--- src/rtl/pll_phase_ctrl.sv ---
// ---------------------------------------------------------------------------
// pll_phase_ctrl
//
// Sequences dynamic phase shifting of the ALTPLL. Decoded phase commands from
// the UDP command path (step-down, step-up, set absolute, reset to zero) are
// turned into a series of phasestep pulses with a fixed phaseupdown
// direction. Each step waits for the PLL's phasedone flag before the next one
// starts. The controller tracks the signed current phase offset
// (1 step = 4.5 deg).
//
// Parameters
//   STEP_PULSE    cycles phasestep is held high per step (1..255)
//   SETTLE        cycles after phasestep falls before phasedone is trusted
//   DONE_TIMEOUT  max cycles spent waiting on phasedone before abort (>=1)
//
// Ports
//   rx_clock     in   sole clock, all logic on posedge
//   n_reset      in   asynchronous active-low reset
//   cmd_valid    in   command present
//   cmd_ready    out  high only while idle; accept = cmd_valid & cmd_ready
//   cmd[1:0]     in   0 step-down, 1 step-up, 2 set absolute, 3 reset to 0
//   cmd_value    in   signed target for the set command, ignored otherwise
//   phasedone    in   PLL step-complete flag (level, active high)
//   phasestep    out  PLL step strobe
//   phaseupdown  out  1 = up, 0 = down; held for the whole command
//   phaseval     out  signed current phase offset, -128..127
//   busy         out  controller is not idle
//   cmd_done     out  1-cycle pulse on the first idle cycle after a command
//   timeout_err  out  sticky, set when phasedone never arrives
//   clear_err    in   clears timeout_err; a simultaneous set wins
//   abort        in   only with PLL_PHASE_ABORT_EN defined
//
// Configuration macro
//   PLL_PHASE_ABORT_EN  adds the abort input. Abort before the first step
//                       drops the command; abort during a step lets that
//                       step finish so phaseval stays consistent with the PLL.
// ---------------------------------------------------------------------------
module pll_phase_ctrl #(
    parameter int STEP_PULSE   = 5,
    parameter int SETTLE       = 2,
    parameter int DONE_TIMEOUT = 1024
) (
    input  logic              rx_clock,
    input  logic              n_reset,
    input  logic              cmd_valid,
    output logic              cmd_ready,
    input  logic [1:0]        cmd,
    input  logic [7:0]        cmd_value,
    input  logic              phasedone,
    output logic              phasestep,
    output logic              phaseupdown,
    output logic signed [7:0] phaseval,
    output logic              busy,
    output logic              cmd_done,
    output logic              timeout_err,
    input  logic              clear_err
`ifdef PLL_PHASE_ABORT_EN
    ,
    input  logic              abort
`endif
);

    localparam int SEQ_MAX = (STEP_PULSE > SETTLE) ? STEP_PULSE : SETTLE;
    localparam int SEQ_W   = $clog2(SEQ_MAX + 1);
    localparam int TO_W    = $clog2(DONE_TIMEOUT + 1);

    localparam logic [1:0] CMD_DOWN = 2'd0;
    localparam logic [1:0] CMD_UP   = 2'd1;
    localparam logic [1:0] CMD_SET  = 2'd2;

    typedef enum logic [2:0] {
        S_IDLE,
        S_CALC,
        S_ASSERT,
        S_SETTLE,
        S_WAIT_DONE
    } state_t;

    state_t                   state;
    state_t                   state_next;

    logic [1:0]               cmd_q;
    logic signed [7:0]        value_q;
    logic [7:0]               remaining;
    logic [SEQ_W-1:0]         seq_cnt;
    logic [TO_W-1:0]          to_cnt;

    logic                     abort_i;
    logic                     accept;
    logic signed [8:0]        phaseval_x;
    logic signed [8:0]        target;
    logic signed [8:0]        diff;
    logic                     no_step;
    logic [7:0]               rem_eff;
    logic                     step_ok;
    logic                     to_hit;
    logic                     pulse_last;
    logic                     settle_last;

`ifdef PLL_PHASE_ABORT_EN
    assign abort_i = abort;
`else
    assign abort_i = 1'b0;
`endif

    // Target offset for a command, computed one bit wider than phaseval so
    // that step-up at 127 and step-down at -128 are visible as out of range.
    function automatic logic signed [8:0] target_of(
        input logic [1:0]        c,
        input logic signed [8:0] cur,
        input logic signed [7:0] val
    );
        logic signed [8:0] t;
        case (c)
            CMD_DOWN: t = cur - 9'sd1;
            CMD_UP:   t = cur + 9'sd1;
            CMD_SET:  t = {val[7], val};
            default:  t = 9'sd0;
        endcase
        return t;
    endfunction

    function automatic logic in_range8(input logic signed [8:0] t);
        return (t >= -9'sd128) && (t <= 9'sd127);
    endfunction

    // |d| for d in -255..255 always fits in 8 unsigned bits.
    function automatic logic [7:0] mag8(input logic signed [8:0] d);
        logic signed [8:0] a;
        a = d[8] ? -d : d;
        return a[7:0];
    endfunction

    assign accept     = cmd_valid && cmd_ready;
    assign phaseval_x = {phaseval[7], phaseval};
    assign target     = target_of(cmd_q, phaseval_x, value_q);
    assign diff       = target - phaseval_x;
    assign no_step    = !in_range8(target) || (diff == 9'sd0);

    // An abort shortens the command to the step already in flight.
    assign rem_eff     = abort_i ? 8'd1 : remaining;
    assign step_ok     = (state == S_WAIT_DONE) && phasedone;
    assign to_hit      = (state == S_WAIT_DONE) && !phasedone &&
                         (to_cnt == TO_W'(DONE_TIMEOUT - 1));
    assign pulse_last  = (seq_cnt == SEQ_W'(STEP_PULSE - 1));
    assign settle_last = (seq_cnt == SEQ_W'(SETTLE - 1));

    always_comb begin
        state_next = state;
        case (state)
            S_IDLE: begin
                if (accept) begin
                    state_next = S_CALC;
                end
            end
            S_CALC: begin
                if (abort_i || no_step) begin
                    state_next = S_IDLE;
                end else begin
                    state_next = S_ASSERT;
                end
            end
            S_ASSERT: begin
                if (pulse_last) begin
                    state_next = (SETTLE == 0) ? S_WAIT_DONE : S_SETTLE;
                end
            end
            S_SETTLE: begin
                if (settle_last) begin
                    state_next = S_WAIT_DONE;
                end
            end
            S_WAIT_DONE: begin
                if (phasedone) begin
                    state_next = (rem_eff == 8'd1) ? S_IDLE : S_ASSERT;
                end else if (to_hit) begin
                    state_next = S_IDLE;
                end
            end
            default: begin
                state_next = S_IDLE;
            end
        endcase
    end

    // Control state and registered outputs. Outputs are decoded from the
    // next state so they are glitch-free and line up with the state register.
    always_ff @(posedge rx_clock or negedge n_reset) begin
        if (!n_reset) begin
            state       <= S_IDLE;
            seq_cnt     <= '0;
            to_cnt      <= '0;
            phasestep   <= 1'b0;
            phaseupdown <= 1'b0;
            phaseval    <= 8'sd0;
            busy        <= 1'b0;
            cmd_ready   <= 1'b0;
            cmd_done    <= 1'b0;
            timeout_err <= 1'b0;
        end else begin
            state     <= state_next;
            seq_cnt   <= (state_next != state) ? '0 : seq_cnt + 1'b1;
            to_cnt    <= (state == S_WAIT_DONE) ? to_cnt + 1'b1 : '0;
            phasestep <= (state_next == S_ASSERT);
            busy      <= (state_next != S_IDLE);
            cmd_ready <= (state_next == S_IDLE);
            cmd_done  <= (state != S_IDLE) && (state_next == S_IDLE);

            if (state == S_CALC) begin
                phaseupdown <= (diff > 9'sd0);
            end

            // A timed-out step is not counted: the PLL state is unknown.
            if (step_ok) begin
                phaseval <= phaseupdown ? phaseval + 8'sd1 : phaseval - 8'sd1;
            end

            if (to_hit) begin
                timeout_err <= 1'b1;
            end else if (clear_err) begin
                timeout_err <= 1'b0;
            end
        end
    end

    // Command latch and step counter; always written before being used.
    always_ff @(posedge rx_clock) begin
        if (accept) begin
            cmd_q   <= cmd;
            value_q <= cmd_value;
        end
        case (state)
            S_CALC: begin
                remaining <= mag8(diff);
            end
            S_ASSERT, S_SETTLE, S_WAIT_DONE: begin
                if (step_ok) begin
                    remaining <= rem_eff - 8'd1;
                end else if (abort_i) begin
                    remaining <= 8'd1;
                end
            end
            default: begin
                remaining <= remaining;
            end
        endcase
    end

endmodule

--- config.mk ---
export PLATFORM = sky130hd
export DESIGN_NAME = pll_phase_ctrl
export DESIGN_NICKNAME = d
export VERILOG_FILES = /design/src/rtl/pll_phase_ctrl.sv
export SDC_FILE = /design/constraint.sdc
export NUM_CORES = 1
export LEC_CHECK = 0
export BUFFER_PORTS_ARGS = -buffer_cell sky130_fd_sc_hd__buf_2
export CAP_MARGIN = 20
export CORE_UTILIZATION = 50
export CTS_BUF_LIST = sky130_fd_sc_hd__clkbuf_4
export DETAILED_ROUTE_END_ITERATION = 12
export PLACE_DENSITY = 0.69
export SETUP_SLACK_MARGIN = 0.02
export SKIP_CTS_REPAIR_TIMING = 1
export SYNTH_ARGS = -nofsm -noshare
export SYNTH_HDL_FRONTEND = slang
export SYNTH_SLANG_ARGS = --single-unit
--- constraint.sdc ---
create_clock -name rx_clock -period 11.95 [get_ports rx_clock]
set_clock_uncertainty 0.05 [all_clocks]
set_input_delay 1.195 -clock rx_clock [delete_from_list [all_inputs] [get_ports rx_clock]]
set_output_delay 1.195 -clock rx_clock [all_outputs]
set_load 0.01 [all_outputs]
==> qor.yml <==
cts_sinks: 49
drc: 0
cts_root_buffer: "clkbuf_4"
ys.flop_type: "dfrtp_1"
antenna_found_initial: 0
numCtsBuffers: 5
min_delay_path_depth: 1
ant_nets: 0
tns_ns: 0
grt_pass1_wl_um: 11700
dpl_worst_slack_ns: 7.175
die_h_um: 85.65
wl_per_cell_um: 13.87
place_congestion: 0.8540
rrSetupSlack_ns: 7.20
rr_startpoint: "cmd_q[1]"
dr_total_vias: 2662
ys_types: 60
worst_setup_path_end_kind: "flip-flop"
status: "finished, final reports clean"
chipWidth_um: 85.65
hp-start: "to_cnt[0]"
num_antenna_cells: 0
yosysSeqAreaShare_pct: 37.63
timing.slew.headroom_pct: 51.87
ys_ff_latch: 49
clkTransAtPathRegs_ns: 0.15
std_cell_rows: 30
cts.htree.levels: 2
viasPerCell: 5.422
ioPinCount: 29
worst_pin_slew_ns: 0.7193
die_area_mm2: 0.007335
insertion_delay_ns: 0.36
grt_start_max_net_pins: 32
startpoint_type: "flip-flop"
wirelength_um: 6812
fin_ws_ns: 7.198
nets: 440
first_pass_iters: 4
grtUsageTotal_pct: 20.25
finalCritPeriodShare_pct: 39.76
nFillCells: 618
holdPathEnd: "to_cnt[0]"
hold_violations: 0
drt_iter0_drc: 122
synth_edf_count: 18
hold_path_class: "flip-flop to flip-flop"
min_period_ns: 4.752
rsz0062_at_grt: "no"
syn-num-nets: 415
synthCells: 369
grt.overflow.total: 0
worstSetupPathType: "flip-flop to flip-flop"
portBuffers: 28
fmax_ghz: 0.2105
synthToLayoutAreaGrowth_pct: 7.868
arrival_ns: 4.84
maxSlewViolCount: 0
coreArea_mm2: 0.006794
start_util_pct: 51.49
cts_buffer_depth: 2
drive_gt1_share_pct: 11.65
worstReg2RegEnd: "rem_eff[5]"
yosysWarnings: 0
required_ns: 12.04
cap_violations: 0
cts_tree: "done"
grt_pass1_vias: 2516
syn-cell-area_mm2: 0.003498
regArea_mm2: 0.001316
worstPathMaxFanout: 15
multi_input_area_mm2: 0.002044
syn_area_per_cell_um2: 9.481
place_hpwl_um: 5280
r2r_cells: 16
finalSetupViolations: 0
ys_async_sr_fraction_pct: 63.27
per-stage QoR:
step	cell area [um2]	instances	util [%]	hold slack (ns)
2_1_floorplan	3498	369	-	0.3744
3_3_place_gp	3715	483	54.68	0.3880
3_5_place_dp	3715	483	54.68	0.3940
4_1_cts	3774	491	55.54	0.4136
5_1_grt	3774	491	55.54	0.4665
6_report	3774	491	55.54	0.4108
worst max path at each step:
stage	startpoint	end	slack [ns]
2_1_floorplan	cmd_q[1]	rem_eff[5]	7.81
3_3_place_gp	cmd_q[1]	rem_eff[5]	7.38
3_5_place_dp	cmd_q[1]	rem_eff[5]	7.18
4_1_cts	cmd_q[1]	rem_eff[5]	7.20
5_1_grt	cmd_q[1]	rem_eff[2]	6.79
6_report	cmd_q[1]	rem_eff[5]	7.20
cells in the final DEF, fill, tap and decap left out, drive strengths merged, types with 4 or more instances in the layout:
master and n:
nor2b 6, clkbuf 6, inv 26, o21bai 4, nand2b 11, nand2 34, nor2 31, a21o 4
nand3 7, and3 7, a21oi 23, nor3 6, xor2 12, ha 28, buf 28, nor3b 4
xnor2 20, edfxtp 18, o21ai 20, o21a 5, dfrtp 31, a211oi 9, mux2i 6
final cells by class:
class	instances	area share [%]
tap	96	3.183
sequential	49	34.88
timing repair buffer	28	3.714
clock inverter	2	0.3647
inverter	25	2.487
multi-input combinational	285	54.18
clock buffer	6	1.194
routing by layer:
| metal | track usage [%] | share of wire (%) | up-vias |
|---|---|---|---|
| met5 | 0 | 0 | - |
| met4 | 6.970 | 2.6 | 0 |
| met3 | 2.791 | 2.8 | 13 |
| met2 | 30.84 | 43 | 42 |
| met1 | 29.71 | 52 | 1237 |
| li1 | - | - | 1370 |
flip-flops by register name (all words and copies together), names as in the netlist:
register,cells
cmd_done,1
phasestep,1
rem_eff,8
cmd_ready,1
state,3
busy,1
timeout_err,1
phaseupdown,1
to_cnt,11
value_q,8
cmd_q,2
seq_cnt,3
phaseval,8
synth_stat cells, drive strengths merged, types with 3 or more instances:
| library cell | count | area, um2 |
|---|---|---|
| or3 | 3 | 18.77 |
| inv | 25 | 93.84 |
| and3 | 7 | 43.79 |
| ha | 28 | 350.3 |
| a21o | 4 | 30.03 |
| fa | 3 | 60.06 |
| and4 | 3 | 26.28 |
| and2 | 3 | 18.77 |
| nand2b | 11 | 68.82 |
| clkbuf | 7 | 26.28 |
| o21bai | 4 | 30.03 |
| a21oi | 23 | 115.1 |
| buf | 3 | 17.52 |
| xnor2 | 20 | 182.7 |
| o21a | 5 | 37.54 |
| a211oi | 9 | 72.57 |
| dfrtp | 31 | 775.7 |
| o21ai | 20 | 100.1 |
| nor2 | 31 | 123.9 |
| mux2i | 6 | 60.06 |
| nand2 | 34 | 130.1 |
| edfxtp | 18 | 540.5 |
| nor2b | 6 | 37.54 |
| o211ai | 3 | 27.52 |
| nand3 | 7 | 35.03 |
| o31ai | 3 | 22.52 |
| nor3b | 4 | 30.03 |
| xor2 | 12 | 105.1 |
| nor3 | 6 | 30.03 |
logic make-up after synthesis:
group / synth area share (%)
AO/OA/AOI/OAI: 17.78
XOR/XNOR: 8.906
adder cells (fa/ha/maj): 11.73
buffers and inverters: 3.934
flip-flops: 37.63
multiplexers: 2.361
AND/OR/NAND/NOR: 17.67
critical path, cell delays in order, from the launching register on:
cell and delay [ns]:
edfxtp_1 0.54, inv_1 0.23, nand2_1 0.28, ha_1 0.39, a211oi_1 0.39, o21ai_0 0.13, a31oi_1 0.20, xor2_1 0.22
o21ai_0 0.13, ha_1 0.34, nor2_1 0.14, nor2_1 0.08, a221oi_1 0.31, nand2_2 0.11, xnor2_2 0.57, a21oi_1 0.14
o31a_1 0.30
Power is not shown: default switching activity piles up to over one toggle a cycle in this logic, so the estimate is an artifact.
